<file path="src/rtl/spi_reg_ctrl_pkg.sv">
// ---------------------------------------------------------------------------
// spi_reg_ctrl_pkg
// Shared definitions for the SPI register controller: the register map,
// reset values, frame geometry, FSM state encoding and the read-data mux.
// ---------------------------------------------------------------------------
package spi_reg_ctrl_pkg;

   localparam int FRAME_BITS = 16;
   localparam int CNT_W      = 5;

   // Counter values at which the frame completes and read data is loaded
   localparam logic [CNT_W-1:0] LAST_BIT = CNT_W'(FRAME_BITS - 1);
   localparam logic [CNT_W-1:0] RD_BIT   = CNT_W'(8);

   localparam logic [6:0] ADDR_CTRL   = 7'h00;
   localparam logic [6:0] ADDR_PERIOD = 7'h01;
   localparam logic [6:0] ADDR_DUTY   = 7'h02;
   localparam logic [6:0] ADDR_STATUS = 7'h03;

   localparam logic       RST_EN     = 1'b0;
   localparam logic [7:0] RST_PERIOD = 8'hFF;
   localparam logic [7:0] RST_DUTY   = 8'h00;

   typedef enum logic [1:0] {
      ST_IDLE   = 2'd0,
      ST_SHIFT  = 2'd1,
      ST_COMMIT = 2'd2,
      ST_DONE   = 2'd3
   } state_t;

   // Register read mux; unmapped addresses read back as zero
   function automatic logic [7:0] read_reg(input logic [6:0] addr,
                                           input logic       en,
                                           input logic [7:0] period,
                                           input logic [7:0] duty,
                                           input logic       sticky);
      logic [7:0] data;
      data = 8'h00;
      case (addr)
         ADDR_CTRL:   data = {7'b0, en};
         ADDR_PERIOD: data = period;
         ADDR_DUTY:   data = duty;
         ADDR_STATUS: data = {6'b0, sticky, en};
         default:     data = 8'h00;
      endcase
      return data;
   endfunction

endpackage

</file>
<file path="src/rtl/spi_reg_ctrl_sync_edge_det.sv">
// ---------------------------------------------------------------------------
// sync_edge_det
// Multi-flop synchronizer for an asynchronous pin followed by rising and
// falling edge detection against a one-flop delayed copy of the synced level.
//   clk, rst_n : system clock, asynchronous active-low reset
//   din        : asynchronous input pin
//   rise, fall : one-clk pulses on synced edges
// ---------------------------------------------------------------------------
module sync_edge_det #(
   parameter int   STAGES   = 2,
   parameter logic IDLE_VAL = 1'b0
) (
   input  logic clk,
   input  logic rst_n,
   input  logic din,
   output logic rise,
   output logic fall
);

   logic [STAGES-1:0] sync;
   logic              prev;

   // Reset loads the idle level so no spurious edge appears out of reset
   always_ff @(posedge clk or negedge rst_n) begin
      if (!rst_n) begin
         sync <= {STAGES{IDLE_VAL}};
         prev <= IDLE_VAL;
      end else begin
         sync[0] <= din;
         for (int i = 1; i < STAGES; i++) begin
            sync[i] <= sync[i-1];
         end
         prev <= sync[STAGES-1];
      end
   end

   assign rise = sync[STAGES-1] & ~prev;
   assign fall = ~sync[STAGES-1] & prev;

endmodule

</file>
<file path="src/rtl/spi_reg_ctrl.sv">
// ---------------------------------------------------------------------------
// spi_reg_ctrl
// SPI mode-0 slave exposing a small PWM register file.
// Frame: bit15 R/W (1=write), bits14:8 address, bits7:0 data, MSB first.
//   clk, rst_n        : system clock, asynchronous active-low reset
//   spi_sclk/cs_n/mosi: SPI inputs, asynchronous to clk
//   spi_miso          : registered read data during bits 8-15 of a read
//   pwm_en/period/duty: register outputs
//   cfg_update        : one-clk pulse on an accepted write
//   frame_err         : one-clk pulse when a frame is aborted early
// ---------------------------------------------------------------------------
module spi_reg_ctrl
   import spi_reg_ctrl_pkg::*;
#(
   parameter int SYNC_STAGES = 2
) (
   input  logic       clk,
   input  logic       rst_n,
   input  logic       spi_sclk,
   input  logic       spi_cs_n,
   input  logic       spi_mosi,
   output logic       spi_miso,
   output logic       pwm_en,
   output logic [7:0] pwm_period,
   output logic [7:0] pwm_duty,
   output logic       cfg_update,
   output logic       frame_err
);

   logic sclk_rise, sclk_fall, cs_rise, cs_fall;
   logic [SYNC_STAGES-1:0] mosi_sync;
   logic mosi_s;

   state_t state, state_next;
   logic [CNT_W-1:0]      bit_cnt;
   logic [FRAME_BITS-1:0] shift_reg, shift_next;
   logic [6:0]            miso_sr;
   logic                  err_sticky;
   logic                  shift_en, start_en, clear_sticky;
   logic [7:0]            rd_data;

   sync_edge_det #(.STAGES(SYNC_STAGES), .IDLE_VAL(1'b0)) u_sclk (
      .clk(clk), .rst_n(rst_n), .din(spi_sclk), .rise(sclk_rise), .fall(sclk_fall)
   );

   sync_edge_det #(.STAGES(SYNC_STAGES), .IDLE_VAL(1'b1)) u_cs (
      .clk(clk), .rst_n(rst_n), .din(spi_cs_n), .rise(cs_rise), .fall(cs_fall)
   );

   // mosi shares the sclk synchronizer depth so a synced sclk rise sees the
   // data bit that was stable at the pin when sclk rose
   always_ff @(posedge clk or negedge rst_n) begin
      if (!rst_n) begin
         mosi_sync <= '0;
      end else begin
         mosi_sync[0] <= spi_mosi;
         for (int i = 1; i < SYNC_STAGES; i++) begin
            mosi_sync[i] <= mosi_sync[i-1];
         end
      end
   end

   assign mosi_s = mosi_sync[SYNC_STAGES-1];

   // Read data is chosen from the address byte captured after eight bits;
   // write frames shift out zeros
   assign rd_data = shift_reg[7] ? 8'h00 :
                    read_reg(shift_reg[6:0], pwm_en, pwm_period, pwm_duty, err_sticky);

   // Next-state and pulse decode. A cs_n rise in SHIFT takes priority over
   // a coincident sclk rise, so a frame ending together with cs_n is aborted.
   always_comb begin
      state_next   = state;
      cfg_update   = 1'b0;
      frame_err    = 1'b0;
      shift_en     = 1'b0;
      start_en     = 1'b0;
      clear_sticky = 1'b0;
      shift_next   = {shift_reg[FRAME_BITS-2:0], mosi_s};
      case (state)
         ST_IDLE: begin
            if (cs_fall) begin
               state_next = ST_SHIFT;
               start_en   = 1'b1;
            end
         end
         ST_SHIFT: begin
            if (cs_rise) begin
               state_next = ST_IDLE;
               frame_err  = 1'b1;
            end else if (sclk_rise) begin
               shift_en = 1'b1;
               if (bit_cnt == LAST_BIT) begin
                  if (shift_next[15]) begin
                     state_next = ST_COMMIT;
                  end else begin
                     state_next   = ST_DONE;
                     clear_sticky = (shift_next[14:8] == ADDR_STATUS);
                  end
               end
            end
         end
         ST_COMMIT: begin
            cfg_update = shift_reg[15] &&
                         (shift_reg[14:8] == ADDR_CTRL ||
                          shift_reg[14:8] == ADDR_PERIOD ||
                          shift_reg[14:8] == ADDR_DUTY);
            // A cs_n rise here would otherwise be missed by DONE
            state_next = cs_rise ? ST_IDLE : ST_DONE;
         end
         ST_DONE: begin
            if (cs_rise) begin
               state_next = ST_IDLE;
            end
         end
         default: state_next = ST_IDLE;
      endcase
   end

   // State register, frame capture, register file and MISO shifter
   always_ff @(posedge clk or negedge rst_n) begin
      if (!rst_n) begin
         state      <= ST_IDLE;
         bit_cnt    <= '0;
         shift_reg  <= '0;
         pwm_en     <= RST_EN;
         pwm_period <= RST_PERIOD;
         pwm_duty   <= RST_DUTY;
         err_sticky <= 1'b0;
         spi_miso   <= 1'b0;
         miso_sr    <= '0;
      end else begin
         state <= state_next;

         if (start_en) begin
            bit_cnt   <= '0;
            shift_reg <= '0;
         end else if (shift_en) begin
            bit_cnt   <= bit_cnt + 1'b1;
            shift_reg <= shift_next;
         end

         if (cfg_update) begin
            case (shift_reg[14:8])
               ADDR_CTRL:   pwm_en     <= shift_reg[0];
               ADDR_PERIOD: pwm_period <= shift_reg[7:0];
               ADDR_DUTY:   pwm_duty   <= shift_reg[7:0];
               default:     ;
            endcase
         end

         if (frame_err) begin
            err_sticky <= 1'b1;
         end else if (clear_sticky) begin
            err_sticky <= 1'b0;
         end

         // MISO is only live while the frame is still shifting
         if (state_next != ST_SHIFT) begin
            spi_miso <= 1'b0;
            miso_sr  <= '0;
         end else if (sclk_fall && bit_cnt == RD_BIT) begin
            spi_miso <= rd_data[7];
            miso_sr  <= rd_data[6:0];
         end else if (sclk_fall && bit_cnt > RD_BIT) begin
            spi_miso <= miso_sr[6];
            miso_sr  <= {miso_sr[5:0], 1'b0};
         end
      end
   end

endmodule

</file>
<file path="config.mk">
export PLATFORM = sky130hd
export DESIGN_NAME = spi_reg_ctrl
export DESIGN_NICKNAME = d
export VERILOG_FILES = /design/src/rtl/spi_reg_ctrl_pkg.sv /design/src/rtl/spi_reg_ctrl_sync_edge_det.sv /design/src/rtl/spi_reg_ctrl.sv
export SDC_FILE = /design/constraint.sdc
export NUM_CORES = 1
export LEC_CHECK = 0
export BUFFER_PORTS_ARGS = -buffer_cell sky130_fd_sc_hd__buf_2
export CAP_MARGIN = 20
export CORE_UTILIZATION = 55
export CTS_CLUSTER_DIAMETER = 200
export DETAILED_ROUTE_END_ITERATION = 8
export PLACE_DENSITY = 0.8
export SYNTH_ARGS = -nofsm -noshare
export SYNTH_HDL_FRONTEND = slang
export SYNTH_SLANG_ARGS = --single-unit
</file>
<file path="constraint.sdc">
create_clock -name clk -period 4.6 [get_ports clk]
set_input_delay 0.92 -clock clk [delete_from_list [all_inputs] [get_ports clk]]
set_output_delay 0.92 -clock clk [all_outputs]
set_load 0.03 [all_outputs]
</file>
Word level (Yosys, flattened, before mapping) --
Index checks and enable logic that the tools add are counted.
Storage, ports and cells: bits in registers 57, bits of input ports 5, output and inout bits 20
Operators by class: reductions and logical operators 14, add/subtract/negate cells 1, order comparisons 1, mux-type cells 35, bitwise operators 8, equal/unequal tests 12
Operator list (number):
- $mux W16 | 2
- $pmux W8 S4 | 1
- $eq A7 B2 Y1 const B | 4
- $mux W7 | 3
- $mux W1 | 19
- $eq A7 B1 Y1 const B | 2
- $logic_not A7 Y1 | 2
- $mux W2 | 6
- $eq A5 B4 Y1 const B | 2
- $mux W5 | 2
- $mux W8 | 1
- $pmux W2 S4 | 1
- $reduce_and A2 Y1 | 3
- $add A5 B1 Y5 const B | 1
- $gt A5 B4 Y1 const B | 1
- $and A1 B1 Y1 | 4
- $eq A2 B2 Y1 const B | 2
- $not A1 Y1 | 4
- $reduce_bool A2 Y1 | 2
- $logic_and A1 B1 Y1 | 3
- $reduce_bool A3 Y1 | 1
- $eq A2 B1 Y1 const B | 1
- $logic_not A2 Y1 | 1
- $logic_or A1 B1 Y1 | 2
- $ne A2 B1 Y1 const B | 1

Depth between registers and ports, before layout --
Gate-level depths: netlist of run 1.
depth after elaboration 8, mapped depth 9, depth with buffers taken out 7

Cells and area by module --
From an unflattened synthesis of run 1, not the netlist that was laid out.
Unflattened totals: cells, all modules 238, area total of the unflattened synthesis 2566.2 um^2
Modules (own cells, without submodules):
- spi_reg_ctrl | sequential area each 1286.2 um^2, cells each 228, instances 1, area each 2382.3 um^2
- sync_edge_det at u_cs | sequential area each 78.8 um^2, cells each 5, instances 1, area each 93.8 um^2
- sync_edge_det at u_sclk | sequential area each 75.1 um^2, cells each 5, instances 1, area each 90.1 um^2

Worst setup path after synthesis of run 1 --
Ideal clock, no wire load.
path kind reg2out, start register shift_reg[13], end output port cfg_update, arrival 1.805 ns, stages on the path, launching flop included 4, data required time 3.680 ns, slack 1.875 ns, path through dfrtp_1 > or4_1 > or3_4 > a21oi_1
On the way: longest elaborated chain between the ends 5
RTL lines:
- start: declaration | line spi_reg_ctrl.sv:36 | logic [FRAME_BITS-1:0] shift_reg, shift_next;
- start signal: assignment | line spi_reg_ctrl.sv:140 | shift_reg <= shift_next;
- $eq A7 B1 Y1 / $logic_not A7 Y1 (equally long branches) | line spi_reg_ctrl.sv:106, spi_reg_ctrl.sv:105
- $logic_or A1 B1 Y1 | line spi_reg_ctrl.sv:105 | (shift_reg[14:8] == ADDR_CTRL ||
- $logic_or A1 B1 Y1 * | line spi_reg_ctrl.sv:106 | shift_reg[14:8] == ADDR_PERIOD ||
- $logic_and A1 B1 Y1 * | line spi_reg_ctrl.sv:104 | cfg_update = shift_reg[15] &&
- $mux W1 * | line spi_reg_ctrl.sv:80 | case (state)
- end: declaration | line spi_reg_ctrl.sv:26 | output logic cfg_update,
Every way passes the cells marked *; elsewhere a longest branch is shown, timed or not.

Final worst setup path of run 1 --
Ends and elaborated chain as after synthesis.

==> flow_metrics.tcl, run 1 <==
set metrics [dict create \
    status "completed" \
    hpwl_um 3167 \
    clock.fmax_mhz 341.1 \
    routedWlPerCell_um 16.13 \
    numCtsBuffers 9 \
    clockBufferDepth 2 \
    die_area_um2 4864 \
    synthCells 224 \
    antenna_found_initial 0 \
    diodes 0 \
    nNetsFinal 259 \
    overflow 0 \
    critical_path_buf_inv_count 1 \
    p_int_uw 910.6 \
    setup_ws_ns 1.669 \
    drt_iter0_markers 118 \
    ys_seq_area_share_pct 57.06 \
    port_buffers 24 \
    synth_fp_nets 232 \
    ys_seq_elements 57 \
    post_cts_buffers 0 \
    cts_tree "yes" \
    grtUsageTotal_pct 22.84 \
    totalPowerFinal_uw 1163 \
    core_um2 4384 \
    worst_path_max_delay_cell "or4_1" \
    switchingPower_uw 252.9 \
    cp-end-kind "output pin" \
    path_cells "or4_1 > or3_4 > a21oi_1 > buf_2" \
    drtAntennaViolNets 0 \
    grt_pass1_wl_um 8424 \
    cts-root-buf "clkbuf_8" \
    cts.sinks 57 \
    cp-startpoint "shift_reg[13]" \
    switching_share_pct 21.73 \
    critPathLaunchType "register" \
    holdBufCountCts 0 \
    routed_wl_um 4968 \
    final_max_slew_viol_count 0 \
    io_pins 25 \
    fin_crit_sh_pct 63.73 \
    syn_avg_cell_area_um2 11.27 \
    required_ns 3.68 \
    min_path_type "reg2reg" \
    cp_data_arrival_time_ns 2.01 \
    crit_type "reg2out" \
    rsz0062_at_grt "false" \
    grt_pass1_vias 1743 \
    critical_path.top_delay_family "simple AND/OR/NAND/NOR gates" \
    drive_gt1_share_pct 30.08 \
    chipWidth_um 69.74 \
    worstHoldStart "u_sclk.sync[0]" \
    setup_tns_ns 0 \
    ctsResizeCount 0 \
    largest_register_ffs 16 \
    yosysWarningCount 0 \
    period_minus_slack_ns 2.931 \
    htree_levels 3 \
    hold_viol 0 \
    grt_start_max_net_pins 58 \
    dp_slack_ns 2.012 \
    yosysTopAreaCell "dfrtp_1" \
    pwr_density_cell_nw_per_um2 398.9 \
    via_per_inst 5.734 \
    reg2reg_from "shift_reg[13]" \
    finalSetupViolCount 0 \
    cp_slowest_stage_delay_ns 0.55 \
    synthTopCellsByArea "dfrtp_1 46%, dfstp_2 11%, mux2_2 8.5%" \
    final_cells 308 \
    finClkSkew_ns 0.008463 \
    seq_power_share_pct 45.6 \
    dp_cells 291 \
    dr.pass1.iters 4 \
    power_frac_clock_pct 48.7 \
    p_comb_share_pct 5.7 \
    tightest_slew_ns 0.9102 \
    synth_area_um2 2524 \
    peakVddDrop_v 0.0002429 \
    max_cap_viol_count 0 \
    p_leak_uw 0.001391 \
    area_growth_pct 15.57 \
    drc 0 \
    clkSlewWorstSetupHoldPaths_ns 0.06 \
    relSlewSlack_pct 38.68 \
    vias 1766 \
    initial_utilization_pct 57.56 \
    crit_fanout 4 \
    synth_cell_type_count 40 \
    die_h_um 69.74 \
    synth.top_cell.area_share_pct 45.61 \
    place.gp.congestion 0.7869 \
    clk-insertion-delay-late_ns 0.33 \
    rows 24 \
]
## placed cells by master, fill, tap and decap left out, types with 2 or more instances in the layout
cell type / n
a21oi_1: 4
inv_1: 4
o22ai_2: 2
clkbuf_8: 10
mux2_2: 19
nor2_1: 9
or3_4: 2
xnor2_1: 2
ha_1: 3
dfrtp_1: 46
nand2_1: 36
dfstp_2: 11
nand4_1: 2
nor3b_1: 3
a22oi_1: 13
nor2b_1: 8
nand3_1: 20
nand2b_1: 3
o22ai_1: 5
nor4_1: 2
bufinv_16: 3
buf_2: 24
o21ai_0: 3
o31ai_1: 2
## cell usage after synthesis, drive strengths merged
cell type	count
dfrtp	46
nand2	36
nand3	20
mux2	19
a22oi	13
dfstp	11
nor2	9
nor2b	8
o22ai	7
buf	5
clkbuf	5
a21oi	4
inv	4
nor3b	4
ha	3
nand2b	3
o21ai	3
or3	3
nand4	2
nor3	2
nor4	2
o31ai	2
xnor2	2
a211oi	1
a221oi	1
and3	1
and3b	1
mux2i	1
nand3b	1
nor4b	1
o31a	1
or4	1
or4b	1
xor2	1
## logic make-up (layout without fill, tap and decap cells)
family,Yosys count,in the layout,synth area share (%)
XOR/XNOR,3,3,1.041
AO/OA/AOI/OAI,32,32,9.073
flip-flops,57,57,57.06
AND/OR/NAND/NOR,95,95,19.68
multiplexers,20,20,8.875
adder cells (fa/ha/maj),3,3,1.488
buffers and inverters,14,46,2.776
## final cells by class
| cell class | instances | area [um^2] |
|---|---|---|
| clock buffers | 11 | 141.4 |
| clock inverters | 5 | 102.6 |
| fillers | 327 | 1468 |
| inverters | 4 | 15.01 |
| multi-input cells | 153 | 1013 |
| flip-flops and latches | 57 | 1440 |
| well taps | 52 | 65.06 |
| repair buffers | 26 | 138.9 |
## power by group through the flow
| stage | Sequential, uW | Clock, uW | Combinational, uW |
|---|---|---|---|
| after floorplan | 532 | 0 | 50.2 |
| after global placement | 539 | 0 | 63.9 |
| after detailed placement | 539 | 0 | 65.2 |
| after CTS | 531 | 575 | 66.5 |
| after global routing | 534 | 594 | 74.6 |
| final | 531 | 567 | 66.0 |
## worst paths after layout
path	endpoint	slack (ns)	cells past startpoint
max reg2reg	pwm_period[3]	2.11	4
max	cfg_update	1.67	4
min	u_sclk.sync[1]	0.35	0
max in group asynchronous	shift_reg[9]	3.42	2
min in group asynchronous	pwm_duty[5]	0.70	2
min reg2reg	u_sclk.sync[1]	0.35	0
## metrics by stage
step | utilization, % | area (um^2) | hold slack (ns)
after floorplan | - | 2524 | 0.3312
after global placement | 60.70 | 2661 | 0.3334
after detailed placement | 60.70 | 2661 | 0.3363
after CTS | 66.27 | 2905 | 0.3491
after global routing | 66.52 | 2917 | 0.3498
final | 66.52 | 2917 | 0.3487
## metal layers
| layer | global-route usage, % | vias to the layer above | wire (um) |
|---|---|---|---|
| li1 | - | 851 | - |
| met1 | 31.23 | 879 | 2277 |
| met2 | 33.98 | 28 | 2425 |
| met3 | 4.651 | 8 | 194 |
| met4 | 13.33 | 0 | 70 |
| met5 | 0 | - | 0 |
Note: power is estimated with default switching activity, not from simulation.
==> run 2, diff against run 1 <==
--- a/config.mk
+++ b/config.mk
@@ -7,10 +7,10 @@
 export LEC_CHECK = 0
 export BUFFER_PORTS_ARGS = -buffer_cell sky130_fd_sc_hd__buf_2
 export CAP_MARGIN = 20
-export CORE_UTILIZATION = 55
+export CORE_UTILIZATION = 52
 export CTS_CLUSTER_DIAMETER = 200
 export DETAILED_ROUTE_END_ITERATION = 8
-export PLACE_DENSITY = 0.8
+export PLACE_DENSITY = 0.79
 export SYNTH_ARGS = -nofsm -noshare
 export SYNTH_HDL_FRONTEND = slang
 export SYNTH_SLANG_ARGS = --single-unit
==> constraint.sdc (replaced) <==
create_clock -name clk -period 2.58 [get_ports clk]
set_input_delay 0.516 -clock clk [delete_from_list [all_inputs] [get_ports clk]]
set_output_delay 0.516 -clock clk [all_outputs]
set_load 0.03 [all_outputs]
==> run 2 against run 1 <==
Net effect:
- register-to-register slack got worse by 1.9 ns
- die area increased by 5.6%
- worst hold slack worse by 0.065 ns
- sequential cell count unchanged
- critical path depth unchanged
- sequential share of layout area fell by 0.21 points
==> flow_metrics.tcl, run 2 (synthesized netlist as in run 1, its figures left out) <==
set metrics [dict create \
    via_per_inst 5.693 \
    grtUsageTotal_pct 22.89 \
    overflow 0 \
    drt_iter0_markers 107 \
    finClkSkew_ns 0.007704 \
    setup_tns_ns 0 \
    crit_type "reg2out" \
    final_common_cell "dfrtp_1" \
    p_int_uw 1527 \
    critical_path.top_delay_family "simple AND/OR/NAND/NOR gates" \
    final_max_slew_viol_count 0 \
    min_path_type "in2reg" \
    hpwl_um 3234 \
    vias 1782 \
    io_pins 25 \
    numCtsBuffers 9 \
    core_um2 4504 \
    chipWidth_um 71.67 \
    holdBufCountCts 0 \
    final_cell_mix "46 x dfrtp_1, 36 x nand2_1, 23 x buf_2" \
    seq_power_share_pct 48.0 \
    nNetsFinal 264 \
    antenna_found_initial 0 \
    diodes 0 \
    grt_pass1_wl_um 8680 \
    p_comb_share_pct 6.0 \
    clkSlewWorstSetupHoldPaths_ns 0.06 \
    pwr_density_cell_nw_per_um2 674.2 \
    fin_crit_sh_pct 95.95 \
    die_area_um2 5136 \
    hold_viol 0 \
    switchingPower_uw 447.7 \
    peakVddDrop_v 0.0004395 \
    clock.fmax_mhz 404.0 \
    cts-root-buf "clkbuf_8" \
    switching_share_pct 22.67 \
    period_minus_slack_ns 2.475 \
    critPathLaunchType "register" \
    dp_cells 297 \
    cts.sinks 57 \
    max_cap_viol_count 0 \
    initial_utilization_pct 56.03 \
    clk-insertion-delay-late_ns 0.33 \
    cp_slowest_stage_delay_ns 0.55 \
    routedWlPerCell_um 15.87 \
    required_ns 2.06 \
    grt_pass1_vias 1747 \
    drc 0 \
    status "completed" \
    totalPowerFinal_uw 1975 \
    rows 24 \
    path_cells "or4_1 > or3_4 > a21oi_1 > buf_4" \
    drive_gt1_share_pct 31.42 \
    routed_wl_um 4968 \
    dr.pass1.iters 4 \
    final_cells 313 \
    drtAntennaViolNets 0 \
    tightest_slew_ns 0.7229 \
    rsz0062_at_grt "false" \
    cp-end-kind "output pin" \
    cp_data_arrival_time_ns 1.96 \
    port_buffers 24 \
    place.gp.congestion 0.8299 \
    largest_register_ffs 16 \
    die_h_um 71.67 \
    area_growth_pct 16.06 \
    cts_tree "yes" \
    p_leak_uw 0.001407 \
    grt_start_max_net_pins 58 \
    worst_path_max_delay_cell "or4_1" \
    relSlewSlack_pct 51.67 \
    finalSetupViolCount 0 \
    critical_path_buf_inv_count 1 \
    clockBufferDepth 2 \
    htree_levels 3 \
    power_frac_clock_pct 46.0 \
    crit_fanout 4 \
]
## run 2: cell count changes in the layout (fill, tap and decap cells not counted)
cell,previous run,this run
clkinv_2,1,2
buf_2,24,23
buf_4,1,8
buf_6,1,0
bufinv_16,3,2
clkinv_4,0,1
clkinvlp_4,1,0
## run 2: power by group through the flow
| stage | clock [uW] | sequential (uW) | combinational [uW] |
|---|---|---|---|
| after floorplan | 0 | 949 | 89.5 |
| after global placement | 0 | 960 | 120 |
| after detailed placement | 0 | 963 | 119 |
| after CTS | 938 | 947 | 121 |
| after global routing | 975 | 951 | 136 |
| final | 909 | 947 | 119 |
## run 2: final cells by class
class / instances / area (um^2)
inverters: 4 / 15.01
well taps: 52 / 65.06
repair buffers: 31 / 175.2
clock buffers: 11 / 141.4
flip-flops and latches: 57 / 1440
fillers: 356 / 1575
clock inverters: 5 / 78.83
multi-input cells: 153 / 1013
## run 2: repair_timing
item | in CTS | in global routing
buffers inserted | 0 | 0
endpoints found under the setup margin | 0 | 1
resized for setup | 0 | 2
## run 2: path summary, 6_finish.rpt
kind	startpoint	endpoint	slack, ns	depth (start not counted)
setup reg to reg	bit_cnt[0]	miso_sr[0]	0.22	7
setup / recovery	shift_reg[13]	cfg_update	0.10	4
hold / removal	spi_cs_n	u_cs.sync[0]	0.28	1
min in group asynchronous	rst_n	state[0]	0.32	2
max in group asynchronous	rst_n	pwm_duty[4]	1.80	2
hold reg to reg	u_sclk.sync[0]	u_sclk.sync[1]	0.35	0
## run 2: through the flow
step           worst slack [ns]  area [um^2]  utilization [%]  hold WS (ns)
6_report                 0.1046         2929            65.03        0.2838
5_1_grt                 0.04783         2929            65.03        0.2665
4_1_cts                0.007296         2927            64.97        0.2560
3_5_place_dp             0.2337         2706            60.08        0.3364
3_3_place_gp             0.2966         2706            60.08        0.3357
2_1_floorplan            0.2593         2524                -        0.2204
## run 2: per-layer routing
| layer | up-vias | GRT usage, % | part of all wire (%) |
|---|---|---|---|
| li1 | 862 | - | - |
| met1 | 870 | 31.29 | 46 |
| met2 | 40 | 33.33 | 48 |
| met3 | 10 | 6.329 | 4.3 |
| met4 | 0 | 12.42 | 2.2 |
| met5 | - | 0 | 0 |
